==> src/rtl/even_clk_div_ctrl.sv <==
// even_clk_div_ctrl: run/stop and ratio-change controller for a toggle-based
// even clock divider. Output period = 2*cur_half clk cycles, 50% duty.
// New ratios and stops take effect only at the end of a high phase, so
// div_out never shows a runt or stretched pulse.
//
// Ports:
//   clk, resetn            system clock, asynchronous active-low reset
//   en                     level run request (0 = stop at next boundary)
//   cfg_valid/cfg_ready    config handshake; cfg_half sampled on acceptance
//   cfg_half               requested half-period in clk cycles (0 is rejected)
//   cfg_done               one-cycle pulse: accepted config now in effect
//   cfg_err                one-cycle pulse: accepted config was zero, discarded
//   div_out                divided output
//   active                 divider running (RUN/PEND/STOPPING)
//   cur_half               half-period currently in effect
module even_clk_div_ctrl #(
  parameter int CNT_W = 8
) (
  input  logic             clk,
  input  logic             resetn,
  input  logic             en,
  input  logic             cfg_valid,
  input  logic [CNT_W-1:0] cfg_half,
  output logic             cfg_ready,
  output logic             cfg_done,
  output logic             cfg_err,
  output logic             div_out,
  output logic             active,
  output logic [CNT_W-1:0] cur_half
);

  localparam logic [CNT_W-1:0] ONE = {{(CNT_W-1){1'b0}}, 1'b1};

  typedef enum logic [1:0] {
    IDLE     = 2'd0,
    RUN      = 2'd1,
    PEND     = 2'd2,
    STOPPING = 2'd3
  } state_t;

  state_t           state, state_nxt;
  logic [CNT_W-1:0] cnt, cnt_nxt;
  logic [CNT_W-1:0] cur_half_nxt;
  logic [CNT_W-1:0] pend_half, pend_half_nxt;
  logic             div_nxt, done_nxt, err_nxt;
  logic             accept, cfg_zero, phase_end, boundary;

  // Config is only taken while no change or stop is already in flight.
  assign cfg_ready = (state == IDLE) || (state == RUN);
  assign active    = (state != IDLE);
  assign accept    = cfg_valid && cfg_ready;
  assign cfg_zero  = (cfg_half == '0);

  // Last cycle of a phase; the falling-edge one is the only safe place
  // to change the ratio or stop without distorting a pulse.
  assign phase_end = (state != IDLE) && (cnt == (cur_half - ONE));
  assign boundary  = phase_end && div_out;

  always_comb begin
    state_nxt     = state;
    cnt_nxt       = cnt;
    div_nxt       = div_out;
    cur_half_nxt  = cur_half;
    pend_half_nxt = pend_half;
    done_nxt      = 1'b0;
    err_nxt       = accept && cfg_zero;

    if (state != IDLE) begin
      if (phase_end) begin
        div_nxt = ~div_out;
        cnt_nxt = '0;
      end else begin
        cnt_nxt = cnt + ONE;
      end
    end

    // At a boundary the toggle above already yields div_out=0 and cnt=0,
    // so leaving to IDLE there needs no extra clearing.
    case (state)
      IDLE: begin
        if (accept && !cfg_zero) begin
          cur_half_nxt = cfg_half;
          done_nxt     = 1'b1;
        end
        if (en) begin
          state_nxt = RUN;
        end
      end
      RUN: begin
        if (accept && !cfg_zero) begin
          pend_half_nxt = cfg_half;
          state_nxt     = PEND;
        end else if (!en) begin
          state_nxt = boundary ? IDLE : STOPPING;
        end
      end
      PEND: begin
        if (boundary) begin
          cur_half_nxt = pend_half;
          done_nxt     = 1'b1;
          state_nxt    = en ? RUN : IDLE;
        end
      end
      STOPPING: begin
        if (boundary) begin
          state_nxt = IDLE;
        end
      end
      default: state_nxt = IDLE;
    endcase
  end

  always_ff @(posedge clk or negedge resetn) begin
    if (!resetn) begin
      state     <= IDLE;
      cnt       <= '0;
      div_out   <= 1'b0;
      cur_half  <= ONE;
      pend_half <= '0;
      cfg_done  <= 1'b0;
      cfg_err   <= 1'b0;
    end else begin
      state     <= state_nxt;
      cnt       <= cnt_nxt;
      div_out   <= div_nxt;
      cur_half  <= cur_half_nxt;
      pend_half <= pend_half_nxt;
      cfg_done  <= done_nxt;
      cfg_err   <= err_nxt;
    end
  end

endmodule

==> config.mk <==
export PLATFORM = sky130hd
export DESIGN_NAME = even_clk_div_ctrl
export DESIGN_NICKNAME = d
export VERILOG_FILES = /design/src/rtl/even_clk_div_ctrl.sv
export SDC_FILE = /design/constraint.sdc
export NUM_CORES = 1
export LEC_CHECK = 0
export ABC_CLOCK_PERIOD_IN_PS = 2900
export CORE_MARGIN = 4
export CORE_UTILIZATION = 50
export CTS_CLUSTER_DIAMETER = 80
export DETAILED_ROUTE_END_ITERATION = 8
export PLACE_DENSITY = 0.76
export SETUP_SLACK_MARGIN = 0.5
export SLEW_MARGIN = 30
export SYNTH_ARGS = -nofsm -noshare
export SYNTH_HDL_FRONTEND = slang
export SYNTH_SLANG_ARGS = --single-unit
==> constraint.sdc <==
create_clock -name clk -period 2.9 [get_ports clk]
set_input_delay 0.58 -clock clk [delete_from_list [all_inputs] [get_ports clk]]
set_output_delay 0.58 -clock clk [all_outputs]
set_load 0.01 [all_outputs]
-- After elaboration in Yosys (flattened, before gate mapping)
Cells that the tools add are included.
- $add $sub $neg: 2
- multiply operators: 0
- div/mod/pow operators: 0
- order comparisons: 0
- eq/ne operators: 9
- shift-type cells: 0
- mux-type cells: 15
- bitwise operators: 1
- reduce and logical (&&, ||, !) cells: 15
- operators with widths (operator ; count):
    8-bit 2-to-1 mux ; 3
    8-bit case mux with 2 select lines ; 1
    2-bit 2-to-1 mux ; 6
    8-bit by 1-bit adder with 8-bit output (second input constant) ; 1
    8-bit == test ; 1
    8-bit logical NOT ; 1
    2-bit case mux with 4 select lines ; 1
    8-bit by 1-bit subtractor with 8-bit output (second input constant) ; 1
    2-bit != test (second input constant) ; 3
    1-bit logical AND ; 5
    2-bit == test (second input constant) ; 2
    2-bit AND reduction ; 2
    4-bit AND reduction ; 1
    2-bit nonzero test ; 2
    1-bit 2-to-1 mux ; 3
    3-bit by 2-bit != test with 1-bit output (second input constant) ; 1
    3-bit AND reduction ; 1
    2-bit by 1-bit == test with 1-bit output (second input constant) ; 1
    2-bit logical NOT ; 1
    2-bit by 1-bit != test with 1-bit output (second input constant) ; 1
    1-bit case mux with 2 select lines ; 1
    1-bit logical NOT ; 1
    1-bit logical OR ; 1
    1-bit inverter ; 1
- flip-flop bits (word level): 29
- latch bits: 0
- memory bits (writable): 0
- ROM bits: 0
- input port bits: 12
- output and inout bits: 13
- logic and storage cells: 49
- memories: 0

-- Longest topological paths before layout
- word-level depth: 8
- gate-level depth with buffers: 9

-- Worst setup path before layout
No wires, ideal clock.
- path type: reg2reg
- start point: register cur_half[0]
- end point: register cur_half[2]
- library setup time: 0.125 ns
- arrival time: 2.278 ns
- data required time: 2.775 ns
- slack: 0.497 ns
- stages on the path, launching flop included: 9
- path buffers: 0
- period minus slack after synthesis: 2.403 ns
- cells stage by stage: dfstp_2 > inv_1 > ha_1 > and3b_2 > o21ai_0 > nand3_1 > and4_2 > a21oi_4 > mux2_2
- word-level cells in the longest chain between the ends: 6
- ends and longest elaborated chain (element ; line ; RTL):
    from (decl) ; 29 ; output logic [CNT_W-1:0] cur_half
    from (signal assigned) ; 126 ; cur_half <= cur_half_nxt;
    8-bit by 1-bit subtractor with 8-bit output ; 56 ; assign phase_end = (state != IDLE) && (cnt == (cur_half - ONE));
    8-bit == test ; 56 ;
    1-bit logical AND ; 56 ;
    1-bit logical AND ; 57 ; assign boundary = phase_end && div_out;
    2-bit != test (no line) ; -- ;
    3-bit AND reduction (no line) ; -- ;
No other way between the ends.
A chain may end at the register's enable or synchronous reset.

-- Final worst setup path
- start point: register cur_half[0]
- end point: register cur_half[5]
Same word-level chain as after synthesis.

==> impl_results.md <==
- Status: complete, no violations
- Worst relative slew slack: 53.9%
- Post-Synthesis Cells: 146
- DP HPWL: 2530 microns
- WP data arrival: 2.58 ns
- Number of antenna diodes: 0
- Post-Route Setup TNS: 0 ns
- Clock latency on the worst-skew pair: 0.32 ns
- Crit Path Max Fanout: 7
- Slew Viols, Final: 0
- Hold Crit Endpoint: pend_half[4]
- Fraction of layout cells with a size suffix above 1: 28.0%
- Routed Antenna Nets: 0
- Pre-antenna DRT Iters: 4
- Syn Std Cell Area: 1610 sq um
- Final Skew: 0.00667 ns
- # fillers: 260
- CTS tree: built
- Synth cell types: 40
- PD cells: 1010 nW/um^2
- Global-route wire length before repair: 5840 microns
- Synthesis warning total: 0
- Gpl congestion: 0.810
- Post-Route WL: 3480 microns
- Final Cycle Share: 82.0%
- Nets@finish: 199
- Final setup vio count: 0
- Static Leak: 0.934 nW
- Syn Area/Cell: 11.0 sq um
- Hold Path Origin: pend_half[4]
- Least-Margin Pin Slew: 0.687 ns
- RSZ-0062 raised after global routing: true
- Residual DRC: 0
- Final setup margin: 0.523 ns
- Io pins: 25
- CTS clock-pin slew for the worst setup and hold paths: 0.09 ns
- Critical path class: reg -> reg
- H-Tree Depth: 2
- IO buf count: 24
- Row count: 20
- Register bit count reported by yosys: 29
- Placed Cells: 214
- Ys flop type: dfrtp_1
- Critical Path Sink Type: flop
- F_max: 421 MHz
- Dpl ws: 0.0173 ns
- Max_cap viols: 0
- Core ar.: 3080 sq um
- Most common cell in the netlist: dfrtp_1
- CP required: 3.10 ns
- Via density: 5.33
- Max Buffers Root-to-Sink: 2
- GRT overflow: 0
- Non-Filler Instances: 230
- Initial Util: 52.3%
- CTS buffer count: 5
- Asr flop ratio synth: 100%
- Hold Path Cell Cnt: 1
- Final Hold Fails: 0
- Biggest area consumer among synthesized cells: dfrtp_1
- Clk sinks: 29
- Tmin final: 2.38 ns
- DR vias: 1,226
- Worst flop-to-flop path startpoint: cur_half[0]
- Area Overhead vs Synth: 29.2%
- Routed wire per std cell: 15.1 microns
- Sequential share of the synthesized area: 45.2%
- DRT iter0 DRCs: 47
- Initial antenna violation count: 0
- Top cell type's share of synthesized area: 43.5%
- Die Width: 64.7 microns
- Max VDD drop: 487 uV
- DIE AREA: 4190 sq um
- Die Span Y: 64.7 microns
- Largest net degree at the start of global routing: 30
- CTS Hold Buffers Added: 0
- Post-synth EDFFs: 0
- GRT Total Usage: 18.4%
- Root Driver: clkbuf_4
- Area contributors post-synth: dfrtp_1 44%, mux2_2 14%, xor2_1 4.4%
- FF-to-FF path depth: 9
- Number of global-route vias before repair: 1,240
- Total Power: 2.09 mW
- Worst min path class: reg -> reg
- Synth cell count leaders: 28 x dfrtp_1, 20 x mux2_2, 12 x nor2_1, 8 x inv_1, 8 x xor2_1
- FF-to-FF End: cur_half[5]
- R2R Setup Slk: 0.52 ns
- Startpoint types: flop
- Syn_nets: 160
critical path: stages (launching register included):
cell and delay, ns:
dfstp_2 0.55, inv_2 0.06, ha_4 0.18, xnor2_1 0.12, and4b_1 0.19, a41o_1 0.23
or2_4 0.25, a21oi_4 0.21, clkbuf_16 0.17, mux2_2 0.32
worst max path at each step:
stage	from	endpoint	slack, ns
final	cur_half[0]	cur_half[5]	0.52
after CTS	cfg_half[6]	cur_half[6]	0.52
after detailed placement	cfg_half[6]	cur_half[2]	0.02
after global routing	cur_half[0]	cur_half[5]	0.46
after floorplan	cur_half[0]	cur_half[2]	0.56
after global placement	cfg_half[4]	state[0]	0.14
power by group:
part           internal [mW]  switching, mW
Sequential             0.586          0.208
Combinational          0.589          0.485
Clock                 0.0942          0.128
state kept, by name, summed over array words and instances, names as in the netlist:
name / flops
pend_half: 8
state: 2
cfg_err: 1
cnt: 8
div_out: 1
cur_half: 8
cfg_done: 1
cells by family (layout without fill, tap and decap cells):
family                   Yosys count  count (layout)  synth area share [%]
multiplexers                      25              25                  17.1
XOR/XNOR                          15              15                  8.17
buffers and inverters             11              51                  2.64
adder cells (fa/ha/maj)            2               2                  1.55
AO/OA/AOI/OAI                     15              15                  8.24
flip-flops                        29              29                  45.2
AND/OR/NAND/NOR                   49              49                  17.1
cells in the final DEF, fill, tap and decap left out, types with 2 or more instances in the layout:
cell type | netlist | final
o21ai_1 | 1 | 2
and4_4 | 1 | 2
nand2b_1 | 3 | 3
mux2_2 | 20 | 20
and3_1 | 3 | 3
xor2_1 | 8 | 8
clkdlybuf4s50_1 | 0 | 24
nand3_1 | 3 | 3
clkbuf_4 | 0 | 5
xnor2_1 | 7 | 7
inv_1 | 8 | 7
nor2b_1 | 2 | 2
nand2_1 | 7 | 7
inv_2 | 1 | 2
o21ai_0 | 5 | 3
mux2i_1 | 5 | 5
or4_1 | 2 | 2
nor3_1 | 4 | 3
a31oi_1 | 2 | 2
buf_4 | 0 | 8
dfrtp_1 | 28 | 28
nor2_1 | 12 | 12
clkbuf_1 | 1 | 2
nand4_1 | 2 | 2
area by class of cell:
| class | instances | area (sq um) | area share [%] |
|---|---|---|---|
| clock inverter | 1 | 5.00 | 0.241 |
| inverter | 9 | 33.8 | 1.62 |
| clock buffer | 7 | 45.0 | 2.17 |
| multi-input combinational | 106 | 868 | 41.8 |
| timing repair buffer | 34 | 345 | 16.6 |
| tap | 44 | 55.1 | 2.65 |
| sequential | 29 | 727 | 35.0 |
metal layers:
layer | vias up | global-route usage, % | wire (microns)
met1 | 604 | 23.5 | 1570
li1 | 589 | - | -
met4 | 0 | 6.60 | 64
met5 | - | 0 | 0
met2 | 25 | 29.9 | 1720
met3 | 8 | 5.03 | 121
repair_timing:
item	4_1_cts	5_1_grt
pin swaps	2	5
gates resized for setup	2	5
hold endpoints to repair	0	0
setup buffers	2	5
gates cloned	0	1
endpoints found under the setup margin	6	6
metrics by stage:
step,instance area [sq um],hold WS (ns),utilization [%]
floorplan,1610,0.284,-
global placement,1910,0.485,62.2
detailed placement,1920,0.490,62.3
CTS,2000,0.511,64.9
global route,2080,0.531,67.6
finish,2080,0.511,67.6
Power figures use the tool's default switching activity.
